**src/rtl/servo_pkg.sv**
```systemverilog
// Shared constants, FSM state type and position helpers for the servo command ramp.
package servo_pkg;

  localparam logic [7:0] POS_MAX  = 8'd180;
  localparam logic [7:0] HOME_POS = 8'd90;

  typedef enum logic [1:0] {
    IDLE,
    RAMP,
    SETTLE
  } state_t;

  function automatic logic [7:0] sat(input logic [7:0] p);
    return (p > POS_MAX) ? POS_MAX : p;
  endfunction

  function automatic logic [7:0] clamp(input logic [7:0] p,
                                       input logic [7:0] lo,
                                       input logic [7:0] hi);
    if (p < lo) return lo;
    if (p > hi) return hi;
    return p;
  endfunction

endpackage

```
**src/rtl/servo_tick_gen.sv**
```systemverilog
// Ramp tick prescaler: one-cycle tick every TICK_DIV clocks.
module servo_tick_gen #(
  parameter int unsigned TICK_DIV = 1_000_000
) (
  input  logic clk,
  input  logic rst_n,
  output logic tick
);

  localparam int unsigned CW = (TICK_DIV > 1) ? $clog2(TICK_DIV) : 1;
  localparam logic [CW-1:0] LAST = CW'(TICK_DIV - 1);

  logic [CW-1:0] cnt;

  always_ff @(posedge clk or negedge rst_n) begin
    if (!rst_n) begin
      cnt <= '0;
    end else if (cnt == LAST) begin
      cnt <= '0;
    end else begin
      cnt <= cnt + 1'b1;
    end
  end

  assign tick = (cnt == LAST);

endmodule

```
**src/rtl/servo_cmd_ramp.sv**
```systemverilog
// Slew-limited servo position command stage (valid/ready in, dutty word out).
// Define SERVO_SOFTLIMIT_EN to clamp accepted targets to [LIM_LO,LIM_HI] and pulse limit_hit.
module servo_cmd_ramp
  import servo_pkg::*;
#(
  parameter int unsigned TICK_DIV     = 1_000_000,
  parameter int unsigned STEP         = 4,
  parameter int unsigned SETTLE_TICKS = 5,
  parameter int unsigned LIM_LO       = 10,
  parameter int unsigned LIM_HI       = 170
) (
  input  logic       clk,
  input  logic       rst_n,
  input  logic [7:0] cmd_pos,
  input  logic       cmd_valid,
  output logic       cmd_ready,
  output logic [7:0] dutty,
  output logic       busy,
  output logic       done,
  output logic       limit_hit
);

`ifdef SERVO_SOFTLIMIT_EN
  localparam bit SOFT_EN = 1'b1;
`else
  localparam bit SOFT_EN = 1'b0;
`endif

  // With soft limits off the clamp window is the full range, so sat() alone applies.
  localparam logic [7:0] LO_EFF = SOFT_EN ? 8'(LIM_LO) : 8'd0;
  localparam logic [7:0] HI_EFF = SOFT_EN ? 8'(LIM_HI) : POS_MAX;

  localparam int unsigned SW = (SETTLE_TICKS > 1) ? $clog2(SETTLE_TICKS + 1) : 1;
  localparam logic [SW-1:0] SETTLE_LOAD = SW'(SETTLE_TICKS);
  localparam logic [8:0] STEP9 = 9'(STEP);
  localparam logic [7:0] STEP8 = 8'(STEP);

  state_t        state;
  logic [7:0]    target;
  logic [SW-1:0] settle_cnt;
  logic          tick;
  logic          accept;
  logic [7:0]    cmd_sat;
  logic [7:0]    cmd_eff;

  logic signed [8:0] diff;
  logic [8:0]        mag;
  logic [7:0]        stepv;
  logic [7:0]        dutty_next;

  servo_tick_gen #(
    .TICK_DIV(TICK_DIV)
  ) u_tick (
    .clk  (clk),
    .rst_n(rst_n),
    .tick (tick)
  );

  assign cmd_ready = (state == IDLE) || (state == RAMP);
  assign accept    = cmd_valid && cmd_ready;
  assign cmd_sat   = sat(cmd_pos);
  assign cmd_eff   = clamp(cmd_sat, LO_EFF, HI_EFF);

  always_comb begin
    diff       = $signed({1'b0, target}) - $signed({1'b0, dutty});
    mag        = diff[8] ? 9'(-diff) : 9'(diff);
    stepv      = (mag > STEP9) ? STEP8 : mag[7:0];
    dutty_next = diff[8] ? (dutty - stepv) : (dutty + stepv);
  end

  always_ff @(posedge clk or negedge rst_n) begin
    if (!rst_n) begin
      state      <= IDLE;
      dutty      <= HOME_POS;
      target     <= HOME_POS;
      settle_cnt <= '0;
      busy       <= 1'b0;
      done       <= 1'b0;
    end else begin
      done <= 1'b0;
      case (state)
        IDLE: begin
          if (accept) begin
            target <= cmd_eff;
            busy   <= 1'b1;
            if (cmd_eff == dutty) begin
              state      <= SETTLE;
              settle_cnt <= SETTLE_LOAD;
            end else begin
              state <= RAMP;
            end
          end
        end
        RAMP: begin
          if (accept) begin
            target <= cmd_eff;
          end
          // A tick coinciding with a retarget steps toward the old target and keeps ramping.
          if (tick) begin
            dutty <= dutty_next;
            if (!accept && (dutty_next == target)) begin
              state      <= SETTLE;
              settle_cnt <= SETTLE_LOAD;
            end
          end
        end
        SETTLE: begin
          if (tick) begin
            if (settle_cnt <= 1) begin
              settle_cnt <= '0;
              state      <= IDLE;
              busy       <= 1'b0;
              done       <= 1'b1;
            end else begin
              settle_cnt <= settle_cnt - 1'b1;
            end
          end
        end
        default: begin
          state <= IDLE;
          busy  <= 1'b0;
        end
      endcase
    end
  end

`ifdef SERVO_SOFTLIMIT_EN
  always_ff @(posedge clk or negedge rst_n) begin
    if (!rst_n) begin
      limit_hit <= 1'b0;
    end else begin
      limit_hit <= accept && (cmd_eff != cmd_sat);
    end
  end
`else
  assign limit_hit = 1'b0;
`endif

endmodule

```
**config.mk**
```make
export PLATFORM = sky130hd
export DESIGN_NAME = servo_cmd_ramp
export DESIGN_NICKNAME = d
export VERILOG_FILES = /design/src/rtl/servo_pkg.sv /design/src/rtl/servo_tick_gen.sv /design/src/rtl/servo_cmd_ramp.sv
export SDC_FILE = /design/constraint.sdc
export NUM_CORES = 1
export LEC_CHECK = 0
export ABC_AREA = 1
export CAP_MARGIN = 20
export CORE_MARGIN = 4
export CORE_UTILIZATION = 60
export DETAILED_ROUTE_END_ITERATION = 8
export HOLD_SLACK_MARGIN = 0.03
export PLACE_DENSITY = 0.81
export SYNTH_ARGS = -nofsm -noshare
export SYNTH_HDL_FRONTEND = slang
export SYNTH_HIERARCHICAL = 1
export SYNTH_SLANG_ARGS = --single-unit
```
**constraint.sdc**
```tcl
create_clock -name clk -period 5.85 [get_ports clk]
set_input_delay 0.8775 -clock clk [delete_from_list [all_inputs] [get_ports clk]]
set_output_delay 0.8775 -clock clk [all_outputs]
set_load 0.005 [all_outputs]
```
== Word-level counts from Yosys, hierarchy flattened ==
Cells that the tools add are included.

* Bits of input ports: 11
* Word-level logic and storage cells: 75
* Bits in latches: 0
* Output and inout bits: 12
* Register bits after elaboration: 43
* ROM bits: 0
* Memories kept: 0
* Memory bits (writable): 0

* Equality and inequality tests: 11
* Div/mod/pow operators: 0
* Add/subtract/negate cells: 6
* $lt $le $gt $ge: 5
* $mul: 0
* Shift-type cells: 0
* Reductions and logical operators: 12
* Muxes and demuxes: 33
* Bitwise operators: 1

{| class="wikitable"
|+ Operators by type and width
! operator !! number
|-
| 2-to-1 mux 8 bit || 7
|-
| adder 20 x 1 -> 20 bit (second input constant) || 1
|-
| equality test 20 bit (second input constant) || 1
|-
| 2-to-1 mux 20 bit || 1
|-
| 2-to-1 mux 3 bit || 6
|-
| equality test 8 bit || 2
|-
| greater-than comparator 8 bit (second input constant) || 2
|-
| 2-to-1 mux 2 bit || 6
|-
| greater-than comparator 9 x 3 -> 1 bit (second input constant) || 1
|-
| 2-to-1 mux 1 bit || 9
|-
| 2-to-1 mux 9 bit || 1
|-
| negator 9 bit || 1
|-
| case mux 3 bit (3 select lines) || 1
|-
| subtractor 8 x 8 -> 9 bit || 1
|-
| adder 8 bit || 1
|-
| < comparator 8 x 1 -> 1 bit (second input constant) || 1
|-
| inequality test 2 bit (second input constant) || 4
|-
| subtractor 8 bit || 1
|-
| case mux 2 bit (3 select lines) || 1
|-
| AND reduction 6 bit || 1
|-
| AND reduction 5 bit || 1
|-
| inequality test 2 x 1 -> 1 bit (second input constant) || 2
|-
| AND reduction 2 bit || 2
|-
| AND reduction 4 bit || 1
|-
| other kinds (12) || 13
|}

== Longest topological paths before layout ==
Gate-level depths: netlist of run 1.

* Depth in word-level cells: 12
* Mapped depth: 40

== By module ==
Netlist of run 1, hierarchy kept.

{| class="wikitable"
|+ By module, submodules not included
! module !! seq. area each (sq um) !! instances !! cells each !! area an instance (sq um)
|-
| servo_cmd_ramp || 585.6 || 1 || 365 || 2428.6
|-
| servo_tick_gen || 500.5 || 1 || 162 || 1204.9
|}

== Worst setup path after synthesis of run 1 ==
OpenSTA, ideal clock, no wires.

* Path kind: reg2reg
* Start point: register dutty[1]
* End point: register settle_cnt[0]
* Data arrival time: 4.651 ns
* Period minus slack after synthesis: 4.767 ns
* Setup time: 0.117 ns
* Cell stages (with the launch flop): 34
* Setup slack: 1.083 ns
* Buffers on the path: 0
* Required time: 5.733 ns
* Path through: dfstp_2 -> inv_1 -> fa_1 -> inv_1 -> ha_1 -> inv_1 -> nor2_1 -> nand2_2 -> nand2_1 -> nand2_1 -> nand2_2 -> a2111oi_1 -> nand3_1 -> ha_1 -> inv_1 -> o21ai_1 -> inv_1 -> ha_1 -> nand3b_1 -> nand2_1 -> a21oi_1 -> o21ai_0 -> nand2_1 -> nand2_1 -> nand2_1 -> nand2_1 -> xor2_1 -> nand3_1 -> nand3_1 -> nand3_2 -> nand2_4 -> nand2_2 -> nand2_1 -> nand2_1

* Word-level cells in the longest chain between the ends: 11
* Elaborated cells on any way between the ends: 14
* Those cells by class: add/sub (4); order compare (1); eq/ne (4); mux (3); reduce/logical (2)

{| class="wikitable"
|+ Ends and longest elaborated chain
! element !! line !! text
|-
| from (decl) || servo_cmd_ramp.sv:17 || <nowiki>output logic [7:0] dutty,</nowiki>
|-
| from (signal assigned) || servo_cmd_ramp.sv:100 || <nowiki>dutty <= dutty_next;</nowiki>
|-
| subtractor 8 x 8 -> 9 bit || servo_cmd_ramp.sv:65 || <nowiki>diff = $signed({1'b0, target}) - $signed({1'b0, dutty});</nowiki>
|-
| negator 9 bit || servo_cmd_ramp.sv:66 || <nowiki>mag = diff[8] ? 9'(-diff) : 9'(diff);</nowiki>
|-
| 2-to-1 mux 9 bit || servo_cmd_ramp.sv:66 ||
|-
| greater-than comparator 9 x 3 -> 1 bit || servo_cmd_ramp.sv:67 || <nowiki>stepv = (mag > STEP9) ? STEP8 : mag[7:0];</nowiki>
|-
| 2-to-1 mux 8 bit || servo_cmd_ramp.sv:67 ||
|-
| adder 8 bit / subtractor 8 bit (equally long branches) || servo_cmd_ramp.sv:68 || <nowiki>dutty_next = diff[8] ? (dutty - stepv) : (dutty + stepv);</nowiki>
|-
| 2-to-1 mux 8 bit || servo_cmd_ramp.sv:68 ||
|-
| equality test 8 bit || servo_cmd_ramp.sv:101 || <nowiki>if (!accept && (dutty_next == target)) begin</nowiki>
|-
| logical AND 1 bit || servo_cmd_ramp.sv:101 ||
|-
| inequality test 2 x 1 -> 1 bit (no source line) || -- ||
|-
| AND reduction 6 bit (no source line) * || -- ||
|-
| to (signal assigned) || servo_cmd_ramp.sv:115 || <nowiki>settle_cnt <= settle_cnt - 1'b1;</nowiki>
|-
| to (decl) || servo_cmd_ramp.sv:40 || <nowiki>logic [SW-1:0] settle_cnt;</nowiki>
|}

Every way passes the cells marked *; elsewhere a longest branch is shown, timed or not.
A chain may end at the register's enable or synchronous reset.

== Final worst setup path of run 1 ==
* Start point: register dutty[0]
* End point: register settle_cnt[2]

The elaborated chain is that of the path after synthesis.

==> reports/qor.txt, run 1 <==
Final ANT Viol Nets - 0
Clock latency on the worst-skew pair - 0.30 ns
Power Density - 371 mW/mm2
Die height - 85.8 um
Clock tree buffer depth - 2
Row count - 28
Clk pin slew, worst setup/hold paths - 0.08 ns
Ports - 23
Worst Max-Slew Pin Slew - 0.611 ns
Port Buf Inserts - 21
Crit end category - flip-flop
Fin crit share - 90.6%
Maxcap violations - 0
Layout Utilization - 69.0%
Synthesized Nets - 560
Final hold violations - 0
WP buf/inv - 5
DR vias/cell - 5.26
ANT cells - 0
Starting density of the core - 61.7%
Largest net degree at the start of global routing - 44
Top cell family by delay on the critical path - simple AND/OR/NAND/NOR gates
LEAKAGE - 2.08 nW
Yosys warning total - 6
Outcome - completed
Grt ovf - 0
DRC violations left - 0
GRT Total Usage - 23.0%
R2R setup slack - 0.55 ns
Sink Count - 43
WHS - 0.430 ns
Yosys cell types - 42
Num CTS Buffers - 5
Initial DRC count - 181
Worst IR Drop VDD - 0.257 mV
Final setup viols - 0
Most used cell, CP - nand2_1
Synth Cell Area - 0.00363 mm2
Die area - 0.00737 mm2
Power consumption - 1.51 mW
Fin Clk Skew - 0.00617 ns
Slew Viols, Final - 0
First-pass DRT Iterations - 5
Initial antenna violation count - 0
Normalized max-slew margin - 59.1%
CTS root buf - clkbuf_8
CP max stage delay - 0.48 ns
Floorplan core area - 0.00589 mm2
Die X - 85.8 um
Nets@finish - 589
Required time of the worst setup path - 6.04 ns
Commonest non-fill, non-tap cells in the layout - nand2_1 (134), inv_1 (84), nor2_1 (57), nand3_1 (38), dfrtp_1 (35)
RSZ-0062 raised after global routing - false
Post-synth EDFFs - 0
CP Max Fanout - 7
Setup CP Type - reg -> reg
Slowest CP cell - fa_1
Commonest non-fill, non-tap cell in the layout - nand2_1
HPWL after DPL - 6270 um
Vias in the first global route - 3,142
Most used DFF post-synth - dfrtp_1
Mean post-synth cell area - 6.89 um2
Synthesis-to-finish area growth - 11.7%
Min Tclk post-route - 5.30 ns
Post-synthesis register bit count - 43
GPL Wtd Cong - 0.906
Pre-CTS WS - 0.364 ns
Async SR Flop Fraction - 100%
First-pass GRT wire length - 13,900 um
CTS tree - done
Register area share after synthesis - 29.9%
Via count - 3,323
Min-delay worst type - in -> async
Share of cells above drive strength 1 - 12.6%
CP arrival - 5.49 ns
Routed length per instance - 12.4 um
Post-CTS Hold Buffers - 0
H-tree depth - 2
Setup WS post-layout - 0.550 ns
Routed wire length - 7860 um
Critical Path Source Type - flip-flop
Max Fclk - 189 MHz
Setup_tns - 0 ns
Cells after Synth - 527
==> flip-flops by register name, summed over array words and instances, names as in the netlist <==
register / count
u_tick/cnt: 20
done: 1
busy: 1
settle_cnt: 3
target: 8
dutty: 8
state: 2
==> path summary, 6_finish.rpt <==
kind	from	end	cells after the start
max	dutty[0]	settle_cnt[2]	35
min	rst_n	dutty[5]	1
max reg2reg	dutty[0]	settle_cnt[2]	35
min reg2reg	u_tick/cnt[0]	u_tick/cnt[0]	1
max in group asynchronous	rst_n	dutty[1]	2
min in group clk	u_tick/cnt[0]	u_tick/cnt[0]	1
==> cells in the mapped netlist (2+ instances only) <==
master / number / share of area (%)
nand2_1: 134 / 14
inv_1: 84 / 8.7
nor2_1: 57 / 5.9
nand3_1: 38 / 5.2
dfrtp_1: 35 / 24
o21ai_0: 26 / 3.6
xor2_1: 24 / 5.8
ha_1: 20 / 6.9
nand2_2: 18 / 3.1
a21oi_1: 15 / 2.1
dfstp_2: 8 / 5.8
nand4_1: 8 / 1.4
nor2_2: 8 / 1.4
nor3_1: 6 / 0.83
nand3_2: 5 / 1.4
nor2_4: 4 / 1.2
o21ai_1: 4 / 0.55
inv_2: 3 / 0.31
xnor2_1: 3 / 0.72
fa_1: 2 / 1.1
nand2_4: 2 / 0.62
nand3b_1: 2 / 0.41
nor4_1: 2 / 0.34
==> routing by layer <==
layer / global-route usage (%) / vias up / share of wire [%]
met5: 0 / - / 0
met4: 7.34 / 0 / 2.1
met3: 3.36 / 20 / 3.6
met2: 40.1 / 76 / 51
met1: 29.4 / 1509 / 44
li1: - / 1718 / -
==> cells by family (layout without fill, tap and decap cells) <==
| family | count (synthesis) | after routing | share of synthesized area [%] |
|---|---|---|---|
| other cells | 1 | 1 | 0.103 |
| simple gates | 291 | 291 | 37.7 |
| fa+ha+maj | 22 | 22 | 7.99 |
| compound gates | 53 | 53 | 8.23 |
| buf+inv | 90 | 120 | 9.61 |
| flops | 43 | 43 | 29.9 |
| xor+xnor | 27 | 27 | 6.51 |
==> final cells by class <==
class / instances / area, um2
sequential: 43 / 1090
clock buffer: 6 / 72.6
timing repair buffer: 25 / 248
inverter: 87 / 327
clock inverter: 2 / 12.5
tap: 75 / 93.8
fill: 510 / 1830
multi-input combinational: 394 / 2220
==> timing repair <==
| item | CTS | global route |
|---|---|---|
| resized for setup | 0 | 3 |
| setup buffers | 0 | 3 |
| setup endpoints to repair | 0 | 5 |
==> through the flow <==
step           cell area [um2]  cells
2_1_floorplan             3630    527
3_3_place_gp              3910    620
3_5_place_dp              3910    620
4_1_cts                   4000    628
5_1_grt                   4060    632
6_report                  4060    632
==> power breakdown <==
part           leakage, nW  internal, mW  switching [mW]
combinational         1.50         0.347           0.587
sequential           0.539         0.346          0.0426
clock               0.0412        0.0835           0.101
total                 2.08         0.776           0.731
Power figures use the tool's default switching activity.
==> run 2, diff against run 1 <==
CAP_MARGIN = 30   (was 20)
clock period = 5.4 ns   (was 5.85 ns; I/O delays follow)
==> run 2 against run 1 <==
Cell area up 4.8%. Flip-flop and latch count unchanged. Non-clock buffer count up 13. Cell count up 2.1%. First-iteration DRC count down 10%. Combinational power up 19%. Sequential share of layout area down 1.2 points. Wire length up 8.2%. Global-route usage down 0.64 points. Largest cell class unchanged. Highest routed layer unchanged.
==> reports/qor.txt, run 2 (synthesized netlist as in run 1, its figures left out) <==
Outcome - completed
Largest Register - u_tick/cnt
Synthesis-to-finish area growth - 17.1%
DR vias/cell - 5.37 (+2.2%)
Die X - 85.8 um (unchanged)
Share of cells above drive strength 1 - 17.4% (+4.8 points)
Setup_tns - 0 ns (unchanged)
Ports - 23 (unchanged)
Power Density - 420 mW/mm2 (+13%)
Routed wire length - 8500 um (+8.2%)
Critical Path Source Type - flip-flop
HPWL after DPL - 6260 um (about the same)
Non-filler instance count after layout - 645 (+2.1%)
Flop pwr share - 23.7% (-2.1 points)
ANT cells - 0 (unchanged)
CP arrival - 5.31 ns (-0.18 ns)
Most used cell, CP - nand2_1
Worst Max-Slew Pin Slew - 0.653 ns (+0.0419 ns)
H-tree depth - 2 (unchanged)
Die height - 85.8 um (unchanged)
Top cell family by delay on the critical path - simple AND/OR/NAND/NOR gates
Fin Clk Skew - 0.0156 ns (+0.00948 ns)
Clk pin slew, worst setup/hold paths - 0.09 ns (about the same)
Largest regs - u_tick/cnt: 20 flops, dutty: 8 flops, target: 8 flops
GPL Wtd Cong - 0.908 (+0.25%)
Commonest non-fill, non-tap cells in the layout - nand2_1 (134), inv_1 (82), nor2_1 (56), nand3_1 (38), dfrtp_1 (35)
Combinational power share - 62.0% (about the same)
Fin crit share - 94.5% (+3.9 points)
First-pass DRT Iterations - 4 (-1)
Setup CP Type - reg -> reg
Commonest non-fill, non-tap cell in the layout - nand2_1
Clock tree buffer depth - 2 (unchanged)
Num CTS Buffers - 5 (unchanged)
Starting density of the core - 61.7% (unchanged)
CTS tree - done
Pint - 0.944 mW (+22%)
DRC violations left - 0 (unchanged)
Final hold violations - 0 (unchanged)
Required time of the worst setup path - 5.61 ns (-0.43 ns)
Port Buf Inserts - 21 (unchanged)
Min Tclk post-route - 5.10 ns (-0.198 ns)
Grt ovf - 0 (unchanged)
Post-Place Cells - 621 (+0.16%)
CTS root buf - clkbuf_8
Routed length per instance - 13.2 um (+6.0%)
Max reg flops - 20 (unchanged)
Post-CTS Hold Buffers - 0 (unchanged)
Nets@finish - 602 (+2.2%)
CP Max Fanout - 7 (unchanged)
Switching share of total power - 47.2% (-1.3 points)
LEAKAGE - 2.17 nW (+4.3%)
First-pass GRT wire length - 13,400 um (-3.7%)
GRT Total Usage - 22.4% (-0.64 points)
Normalized max-slew margin - 56.3% (-2.8 points)
Final setup viols - 0 (unchanged)
Slowest CP cell - fa_2
WP buf/inv - 6 (+1)
Via count - 3,466 (+4.3%)
Worst IR Drop VDD - 0.282 mV (+9.8%)
Clock latency on the worst-skew pair - 0.31 ns (about the same)
Initial DRC count - 162 (-10%)
Row count - 28 (unchanged)
Slew Viols, Final - 0 (unchanged)
Vias in the first global route - 3,085 (-1.8%)
Max Fclk - 196 MHz (+3.9%)
Floorplan core area - 0.00589 mm2 (unchanged)
Crit end category - flip-flop
Final ANT Viol Nets - 0 (unchanged)
Sink Count - 43 (unchanged)
Min-delay worst type - in -> async
CP max stage delay - 0.59 ns (+0.11 ns)
Maxcap violations - 0 (unchanged)
Initial antenna violation count - 0 (unchanged)
Clock power frac - 14.3% (+2.0 points)
Net switching power - 0.843 mW (+15%)
Die area - 0.00737 mm2 (unchanged)
Largest net degree at the start of global routing - 44 (unchanged)
## run 2: cell count changes in the layout (fill, tap and decap cells not counted), moves of 2 or more
cell     before  now
ha_1         20   17
inv_1        84   82
ha_2          0    2
buf_4         3   16
o21ai_0      26   23
o21ai_2       1    5
## run 2: final cells by class
cell class	count	area, um2
Clock buffer	5	68.8
Fill cell	486	1630
Clock inverter	3	43.8
Multi-Input combinational cell	394	2290
Timing Repair Buffer	38	345
Sequential cell	43	1090
Tap cell	75	93.8
Inverter	87	330
## run 2: path summary, 6_finish.rpt
path,startpoint,endpoint,slack (ns),cells after the start
min in group clk,u_tick/cnt[0],u_tick/cnt[0],0.46,1
max in group asynchronous,rst_n,dutty[1],4.49,2
worst min register to register,u_tick/cnt[0],u_tick/cnt[0],0.46,1
worst max register to register,target[0],settle_cnt[2],0.30,35
worst min-delay path,rst_n,dutty[5],0.37,1
worst max-delay path,target[0],settle_cnt[2],0.30,35
## run 2: worst register-to-register path, delay by kind of cell (launching register included)
family,cells,cell delay (ns)
buf+inv,6,0.37
compound gates,4,0.84
xor+xnor,1,0.16
flops,1,0.41
fa+ha+maj,5,1.58
simple gates,19,1.67
## run 2: routing by layer
layer  global-route usage (%)  vias up  part of all wire (%)
met1                     28.3     1599                    42
met3                     4.03       24                   5.0
met2                     38.1       93                    51
met4                     8.49        0                   2.9
met5                        0        -                     0
li1                         -     1750                     -
## run 2: through the flow
stage / hold slack, ns / utilization [%] / worst slack, ns / instance area (um2) / power [mW]
floorplan: 0.428 / - / 0.633 / 3630 / 1.18
global placement: 0.444 / 66.6 / 0.264 / 3920 / 1.34
detailed placement: 0.447 / 66.6 / -0.109 / 3920 / 1.37
CTS: 0.460 / 68.6 / 0.0648 / 4040 / 1.64
global route: 0.383 / 72.3 / -0.0890 / 4260 / 1.95
finish: 0.372 / 72.3 / 0.298 / 4260 / 1.79
## run 2: what timing repair did
| action | in CTS | in global routing |
|---|---|---|
| buffers inserted | 0 | 15 |
| pin swaps | 0 | 15 |
| resized for setup | 2 | 21 |
| setup endpoints to repair | 5 | 6 |
## run 2: power groups by stage
stage / Combinational [mW] / Sequential (mW) / Clock (mW)
detailed placement: 0.937 / 0.428 / 0
global placement: 0.910 / 0.426 / 0
floorplan: 0.765 / 0.412 / 0
finish: 1.11 / 0.423 / 0.256
CTS: 0.961 / 0.421 / 0.262
global route: 1.25 / 0.429 / 0.271
==> run 3, diff against run 2 <==
CTS_CLUSTER_DIAMETER = 100   (was default)
==> results of run 3 <==
No change in the layout: final DEF, timing and power equal those of run 2.
